==> config.mk <==
export PLATFORM = sky130hd
export DESIGN_NAME = alu_issue_ctrl
export DESIGN_NICKNAME = d
export VERILOG_FILES = /design/src/rtl/alu_pkg.sv /design/src/rtl/alu_lat_counter.sv /design/src/rtl/alu_issue_ctrl.sv
export SDC_FILE = /design/constraint.sdc
export NUM_CORES = 1
export LEC_CHECK = 0
export BUFFER_PORTS_ARGS = -buffer_cell sky130_fd_sc_hd__buf_2
export CAP_MARGIN = 20
export CORE_ASPECT_RATIO = 1.75
export CORE_UTILIZATION = 45
export CTS_CLUSTER_SIZE = 24
export DETAILED_ROUTE_END_ITERATION = 7
export PLACE_DENSITY = 0.88
export REMOVE_ABC_BUFFERS = 1
export SLEW_MARGIN = 25
export SYNTH_ARGS = -nofsm -noshare
export SYNTH_HDL_FRONTEND = slang
export SYNTH_SLANG_ARGS = --single-unit
==> constraint.sdc <==
create_clock -name clk -period 3.5 [get_ports clk]
set_input_delay 0.35 -clock clk [delete_from_list [all_inputs] [get_ports clk]]
set_output_delay 0.35 -clock clk [all_outputs]
set_load 0.01 [all_outputs]
==> src/rtl/alu_pkg.sv <==
// Shared definitions for the execute-stage issue controller: opcode encodings,
// datapath widths, FSM state encoding and the known-opcode decoder.
package alu_pkg;

    localparam int OP_W   = 7;
    localparam int DATA_W = 32;

    localparam logic [OP_W-1:0] OP_ADD = 7'h00;
    localparam logic [OP_W-1:0] OP_SUB = 7'h01;
    localparam logic [OP_W-1:0] OP_MUL = 7'h02;
    localparam logic [OP_W-1:0] OP_LDB = 7'h10;
    localparam logic [OP_W-1:0] OP_LDW = 7'h11;
    localparam logic [OP_W-1:0] OP_STB = 7'h12;
    localparam logic [OP_W-1:0] OP_STW = 7'h13;
    localparam logic [OP_W-1:0] OP_MOV = 7'h14;
    localparam logic [OP_W-1:0] OP_BEQ = 7'h30;
    localparam logic [OP_W-1:0] OP_JMP = 7'h31;

    typedef enum logic {
        ST_IDLE     = 1'b0,
        ST_MUL_WAIT = 1'b1
    } state_t;

    function automatic logic is_known_op(input logic [OP_W-1:0] op);
        logic known;
        case (op)
            OP_ADD, OP_SUB, OP_MUL,
            OP_LDB, OP_LDW, OP_STB, OP_STW,
            OP_MOV, OP_BEQ, OP_JMP: known = 1'b1;
            default:                known = 1'b0;
        endcase
        return known;
    endfunction

endpackage

==> src/rtl/alu_lat_counter.sv <==
// Loadable down-counter that paces multi-cycle multiplies; zero flags the
// final wait cycle. Decrement saturates at zero.
module alu_lat_counter #(
    parameter int W = 3
) (
    input  logic         clk,
    input  logic         reset,
    input  logic         load,
    input  logic [W-1:0] value,
    input  logic         en,
    output logic         zero
);

    logic [W-1:0] cnt;

    always_ff @(posedge clk or posedge reset) begin
        if (reset) begin
            cnt <= '0;
        end else if (load) begin
            cnt <= value;
        end else if (en && (cnt != '0)) begin
            cnt <= cnt - 1'b1;
        end
    end

    assign zero = (cnt == '0);

endmodule

==> src/rtl/alu_issue_ctrl.sv <==
// Execute-stage sequencer in front of the combinational ALU; holds MUL operands
// for MUL_LAT cycles. Optional counters enabled by ALU_ISSUE_PERF_EN.
//
// state       | meaning
// ST_IDLE     | accepting one op per cycle, ALU fed straight from decode
// ST_MUL_WAIT | multiplier busy, ALU fed from held regs, decode stalled
module alu_issue_ctrl
    import alu_pkg::*;
#(
    parameter int MUL_LAT = 5,   // legal range 1..15
    parameter int RD_W    = 5
) (
    input  logic              clk,
    input  logic              reset,
    input  logic              flush,
    input  logic              in_valid,
    output logic              in_ready,
    input  logic [OP_W-1:0]   in_op,
    input  logic [DATA_W-1:0] in_x,
    input  logic [DATA_W-1:0] in_y,
    input  logic [RD_W-1:0]   in_rd,
    output logic [OP_W-1:0]   alu_op,
    output logic [DATA_W-1:0] alu_x,
    output logic [DATA_W-1:0] alu_y,
    input  logic [DATA_W-1:0] alu_w,
    input  logic              alu_z,
    output logic              out_valid,
    output logic [DATA_W-1:0] out_w,
    output logic              out_z,
    output logic [RD_W-1:0]   out_rd,
    output logic              out_err,
    output logic              stall
`ifdef ALU_ISSUE_PERF_EN
    ,
    output logic [31:0]       perf_ops,
    output logic [31:0]       perf_stall
`endif
);

    localparam int CNT_W    = (MUL_LAT > 2) ? $clog2(MUL_LAT) : 1;
    localparam int LOAD_INT = (MUL_LAT > 1) ? (MUL_LAT - 2) : 0;
    localparam logic [CNT_W-1:0] CNT_LOAD = CNT_W'(LOAD_INT);
    localparam bit MUL_MULTI = (MUL_LAT > 1);

    state_t            state;
    logic [OP_W-1:0]   hold_op;
    logic [DATA_W-1:0] hold_x;
    logic [DATA_W-1:0] hold_y;
    logic [RD_W-1:0]   hold_rd;

    logic accept;
    logic is_mul;
    logic cnt_load;
    logic cnt_en;
    logic cnt_zero;

    assign in_ready = (state == ST_IDLE);
    assign stall    = ~in_ready;
    assign accept   = in_valid & ~flush & in_ready;
    assign is_mul   = (in_op == OP_MUL);
    assign cnt_load = accept & is_mul & MUL_MULTI;
    assign cnt_en   = (state == ST_MUL_WAIT);

    assign alu_op = in_ready ? in_op : hold_op;
    assign alu_x  = in_ready ? in_x  : hold_x;
    assign alu_y  = in_ready ? in_y  : hold_y;

    alu_lat_counter #(
        .W(CNT_W)
    ) u_lat_counter (
        .clk   (clk),
        .reset (reset),
        .load  (cnt_load),
        .value (CNT_LOAD),
        .en    (cnt_en),
        .zero  (cnt_zero)
    );

    always_ff @(posedge clk or posedge reset) begin
        if (reset) begin
            state     <= ST_IDLE;
            hold_op   <= '0;
            hold_x    <= '0;
            hold_y    <= '0;
            hold_rd   <= '0;
            out_valid <= 1'b0;
            out_w     <= '0;
            out_z     <= 1'b0;
            out_rd    <= '0;
            out_err   <= 1'b0;
        end else begin
            out_valid <= 1'b0;
            case (state)
                ST_IDLE: begin
                    if (accept) begin
                        if (is_mul && MUL_MULTI) begin
                            hold_op <= in_op;
                            hold_x  <= in_x;
                            hold_y  <= in_y;
                            hold_rd <= in_rd;
                            state   <= ST_MUL_WAIT;
                        end else begin
                            out_valid <= 1'b1;
                            out_w     <= alu_w;
                            out_z     <= alu_z;
                            out_rd    <= in_rd;
                            out_err   <= ~is_known_op(in_op);
                        end
                    end
                end
                ST_MUL_WAIT: begin
                    // A flush kills the multiply even on its final cycle.
                    if (flush) begin
                        state <= ST_IDLE;
                    end else if (cnt_zero) begin
                        out_valid <= 1'b1;
                        out_w     <= alu_w;
                        out_z     <= alu_z;
                        out_rd    <= hold_rd;
                        out_err   <= ~is_known_op(hold_op);
                        state     <= ST_IDLE;
                    end
                end
                default: state <= ST_IDLE;
            endcase
        end
    end

`ifdef ALU_ISSUE_PERF_EN
    always_ff @(posedge clk or posedge reset) begin
        if (reset) begin
            perf_ops   <= '0;
            perf_stall <= '0;
        end else begin
            if (out_valid) begin
                perf_ops <= perf_ops + 32'd1;
            end
            if (in_valid && !in_ready) begin
                perf_stall <= perf_stall + 32'd1;
            end
        end
    end
`endif

endmodule

**Word-level counts from Yosys, hierarchy flattened**

Index checks and enable logic that the tools add are counted.
W data, S select, Z words.

- Output and inout port bits: 113
- Memory bits (writable): 0
- Latch bits: 0
- Bits of input ports: 113
- Memories kept: 0
- Logic and storage cells: 94
- Bits in read-only memories: 0
- Register bits after elaboration: 120

- Muxes and demuxes: 43
- Reductions and logical operators: 10
- Shift operators: 0
- Add/sub/neg operators: 1
- Bitwise logic cells: 7
- Eq/ne operators: 22
- $mul: 0
- $lt $le $gt $ge: 0
- Divide/modulo/power cells: 0

Operator list:

| operator | count |
|---|---|
| $mux W32 | 6 |
| $eq A7 B5 Y1 const B | 10 |
| $pmux W32 S2 | 1 |
| $eq A7 B6 Y1 const B | 4 |
| $mux W1 | 24 |
| $mux W5 | 4 |
| $reduce_or A10 Y1 | 2 |
| $eq A7 B1 Y1 const B | 2 |
| $eq A7 B2 Y1 const B | 2 |
| $logic_not A7 Y1 | 2 |
| $pmux W5 S2 | 1 |
| $pmux W1 S2 | 4 |
| $mux W7 | 1 |
| $mux W3 | 2 |
| $ne A2 B1 Y1 const B | 2 |
| $ne A2 B2 Y1 const B | 2 |
| $not A1 Y1 | 4 |
| $reduce_and A4 Y1 | 1 |
| $and A1 B1 Y1 | 3 |
| $logic_not A3 Y1 | 1 |
| $reduce_and A3 Y1 | 1 |
| $reduce_bool A3 Y1 | 1 |
| $sub A3 B1 Y3 const B | 1 |
| $reduce_bool A2 Y1 | 1 |
| $logic_and A1 B1 Y1 | 1 |

**Logic depth before layout (Yosys ltp)**

- Depth after elaboration: 10
- Mapped depth: 8

**Hierarchy**

Synthesis repeated with hierarchy kept, for this count alone.

- Cell total of the unflattened synthesis: 386
- Area total of the unflattened synthesis: 5605.4 um2

By module, submodules not included:

| module | sequential area each (um2) | times used | area an instance (um2) | cells an instance |
|---|---|---|---|---|
| alu_issue_ctrl | 2927.8 | 1 | 5393.9 | 366 |
| alu_lat_counter | 75.1 | 1 | 211.5 | 20 |

**Worst setup path before layout**

No wires, ideal clock.

- Path kind: input to register
- Start: input in_op[0]
- End: register out_w[0]
- Path buffers: 1
- Setup slack: 1363 ps
- Setup time: 125 ps
- Stages: 5
- Arrival time: 2012 ps
- Cell sequence: or3_1 > or4_4 > a21oi_4 > buf_6 > mux2_2

- Word-level cells in the longest chain between the ends: 3

Ends and longest elaborated chain:

| element | line | source |
|---|---|---|
| start: declaration | alu_issue_ctrl.sv:18 | `input logic [OP_W-1:0] in_op,` |
| $eq A7 B2 Y1 | alu_issue_ctrl.sv:60 | `assign is_mul = (in_op == OP_MUL);` |
| $ne A2 B2 Y1 (no source line) | - |  |
| $reduce_and A4 Y1 (no source line) | - |  |
| end signal: assignment | alu_issue_ctrl.sv:104 | `out_w <= alu_w;` |
| end signal: assignment | alu_issue_ctrl.sv:117 | `out_w <= alu_w;` |
| end: declaration | alu_issue_ctrl.sv:28 | `output logic [DATA_W-1:0] out_w,` |

No other way between the ends.
A chain may end at the register's enable or synchronous reset.

**Worst setup path after layout**

- Start: register state, in the netlist stall
- End: output alu_y[15]

- Word-level cells in the longest chain between the ends: 1

Ends and longest elaborated chain:

| element | line | source |
|---|---|---|
| start: declaration | alu_issue_ctrl.sv:45 | `state_t state;` |
| start signal: assignment | alu_issue_ctrl.sv:81 | `state <= ST_IDLE;` |
| start signal: assignment | alu_issue_ctrl.sv:101 | `state <= ST_MUL_WAIT;` |
| start signal: assignment | alu_issue_ctrl.sv:114 | `state <= ST_IDLE;` |
| $mux W32 | alu_issue_ctrl.sv:66 | `assign alu_y = in_ready ? in_y : hold_y;` |
| end: declaration | alu_issue_ctrl.sv:24 | `output logic [DATA_W-1:0] alu_y,` |

No other way between the ends.

==> results.cfg <==
[finish]
nets = 720
instances_no_fill = 787
area_growth_pct = 30.8
drive_gt1_share_pct = 71.0
fin_area_um2 = 7650

[setup_path]
crit_path_start_kind = register
rrSetupSlack_ns = 0.96
reg2reg_to = out_w[15]$_DFFE_PP0P_
cp_max_fo = 82
r2r-start = stall$_DFF_PP0_
cp.required_ns = 3.15
worstSetupPathType = register to primary output
endpoint_kind = primary output
r2r_cells = 6
cp_data_arrival_time_ns = 2.22

[clock_tree]
ctsResizeCount = 0
clock_path_buffers = 2
cts_num_sinks = 120
root_buffer = clkbuf_16
cts_buffers = 17
cts_tree = yes
cts_setup_buffers = 0
h-tree-depth = 4
insertion_delay_ns = 0.40
cts_hold_buf = 0
clk_pin_slew_ns = 0.06

[placement]
place_area_um2 = 7000
place.gp.congestion = 0.770
dpl.cell_count = 754
io_buffers = 225
dp_hpwl_um = 9000

[pwr]
p_per_area_nw_per_um2 = 518
irDropWorstVdd_v = 0.000294
p_sw_share_pct = 24.1
p_comb_share_pct = 12.8
pwr-share-seq_pct = 39.4
p_sw_uw = 957
intPower_uw = 3010
leakage_uw = 0.00403
pwr-share-clk_pct = 47.7
p_total_uw = 3970

[sta]
rsz0062_at_grt = no
hold_violations = 0
setup_tns_ns = 0
finalSetupViolCount = 0
finalMaxSlewViolations = 0
timing.final.crit_share_pct = 73.3
tightestPinTransition_ns = 1.03
slew_headroom_pct = 31.5
period_needed_ns = 2.57
fmax_ghz = 0.390
clock_skew_ns = 0.00997

[detailed_routing]
vias_per_cell = 4.94
routed_wl_um = 12400
dr_total_vias = 3886
drtIter0Drc = 156
ant_nets = 0
wire_per_inst_um = 15.8
drc_errors = 0
firstDrtPassIters = 4

[yosys]
yosysUniqueCellTypes = 33
synthMuxAreaShare_pct = 38.4
synth_flop_cell = dfrtp_1
yosysSeqAreaShare_pct = 51.3
synth_compound_area_share_pct = 1.71
async_flop_share_pct = 100
synthSimpleGateAreaFrac_pct = 3.18
syn_area_per_cell_um2 = 15.5
synthAdderAreaFrac_pct = 0.598
synth_xor_area_share_pct = 0.299
synth_most_common_cell = dfrtp_1
synth_area_um2 = 5850
synth_edf_count = 0
ys_top_cells_by_count = 120 x dfrtp_1, 101 x mux2_2, 69 x mux2_4
synthCells = 378
ys_seq_elements = 120
yosys.area.top_type = dfrtp_1
synth_area_leaders = dfrtp_1 51%, mux2_2 19%, mux2_4 18%
synth-warning-count = 0
synth_top_family_by_area = multiplexers
synth_top_area_share_pct = 51.3

[global_route]
grt-ovfl-total = 0
grt_max_degree = 84
antenna_found_initial = 1
grt_pass1_vias = 4188
grtUsageTotal_pct = 19.0
grt_pass1_wl_um = 19700

[outcome]
status = finished, final reports clean

[die]
coreArea_um2 = 12600
die-area_um2 = 13500
num_rows = 54
initial_utilization_pct = 46.6
ios = 226
die_h_um = 153
dieWidth_um = 88.2

[job]
drv_cap = 0

[worst_hold_path]
hold_path_class = primary input to async pin
## metrics by stage
stage	worst slack, ns	hold slack (ns)	utilization [%]
CTS	0.890	0.152	60.9
global placement	0.841	0.463	55.7
detailed placement	0.768	0.471	55.7
floorplan	-0.369	0.460	-
finish	0.934	0.0905	60.9
global route	0.734	0.143	60.9
## cell families (layout without fill, tap and decap cells)
group | count (synthesis) | count (layout)
flops | 120 | 120
compound gates | 16 | 16
buf+inv | 28 | 268
simple gates | 32 | 32
xor+xnor | 2 | 2
fa+ha+maj | 3 | 3
mux | 177 | 177
other cells | 0 | 1
## layer usage
| metal | track usage, % | vias up | part of all wire, % |
|---|---|---|---|
| met4 | 10.4 | 0 | 3.5 |
| met1 | 19.8 | 1874 | 37 |
| met3 | 4.97 | 31 | 5.2 |
| met2 | 33.5 | 171 | 55 |
| li1 | - | 1810 | - |
| met5 | 0 | - | 0 |
## worst max-delay path, stage by stage (launching register included)
cell and delay (ns):
dfrtp_4 0.40, buf_4 0.72, mux2_2 0.43, buf_2 0.14
## power by group through the flow
stage	combinational, uW	sequential (uW)	clock, uW
after floorplan	248	1610	0
after global placement	491	1580	0
final	509	1560	1890
after detailed placement	515	1590	0
after CTS	517	1570	1930
after global routing	559	1580	2010
## cell usage in the layout, fill, tap and decap left out, types with 2 or more instances in the layout
| cell type | instances |
|---|---|
| bufinv_16 | 4 |
| and2_1 | 7 |
| ha_1 | 2 |
| a21oi_1 | 3 |
| inv_6 | 9 |
| o21ai_0 | 9 |
| dfrtp_1 | 119 |
| mux2_1 | 2 |
| buf_4 | 4 |
| mux2_4 | 69 |
| mux2i_1 | 5 |
| clkinv_4 | 2 |
| xnor2_1 | 2 |
| clkbuf_16 | 17 |
| buf_2 | 225 |
| nand2b_1 | 2 |
| nand2_1 | 12 |
| mux2_2 | 101 |
| inv_1 | 5 |
## area by class of cell
class                   instances  area [um^2]
well taps                     168          210
clock buffers                  18          439
repair buffers                230         1180
inverters                       6         27.5
fillers                      1007         4910
multi-input cells             230         2580
flip-flops and latches        120         3010
diodes                          1         2.50
clock inverters                14          208
## registers in the layout, indices dropped and copies added, names as in the netlist
register,flops
hold_x,32
out_valid,1
out_z,1
stall,1
out_rd,5
u_lat_counter.cnt,3
out_err,1
hold_rd,5
hold_y,32
out_w,32
hold_op,7
## worst max-delay path by stage
stage / start / to / cells after the start
global route: stall$_DFF_PP0_ / out_w[11]$_DFFE_PP0P_ / 6
detailed placement: in_op[0] / hold_y[30]$_DFFE_PP0P_ / 6
CTS: stall$_DFF_PP0_ / out_w[15]$_DFFE_PP0P_ / 6
floorplan: stall$_DFF_PP0_ / hold_rd[0]$_DFFE_PP0P_ / 3
finish: stall$_DFF_PP0_ / alu_y[15] / 3
global placement: in_op[0] / hold_x[18]$_DFFE_PP0P_ / 6
Power figures use the tool's default switching activity.
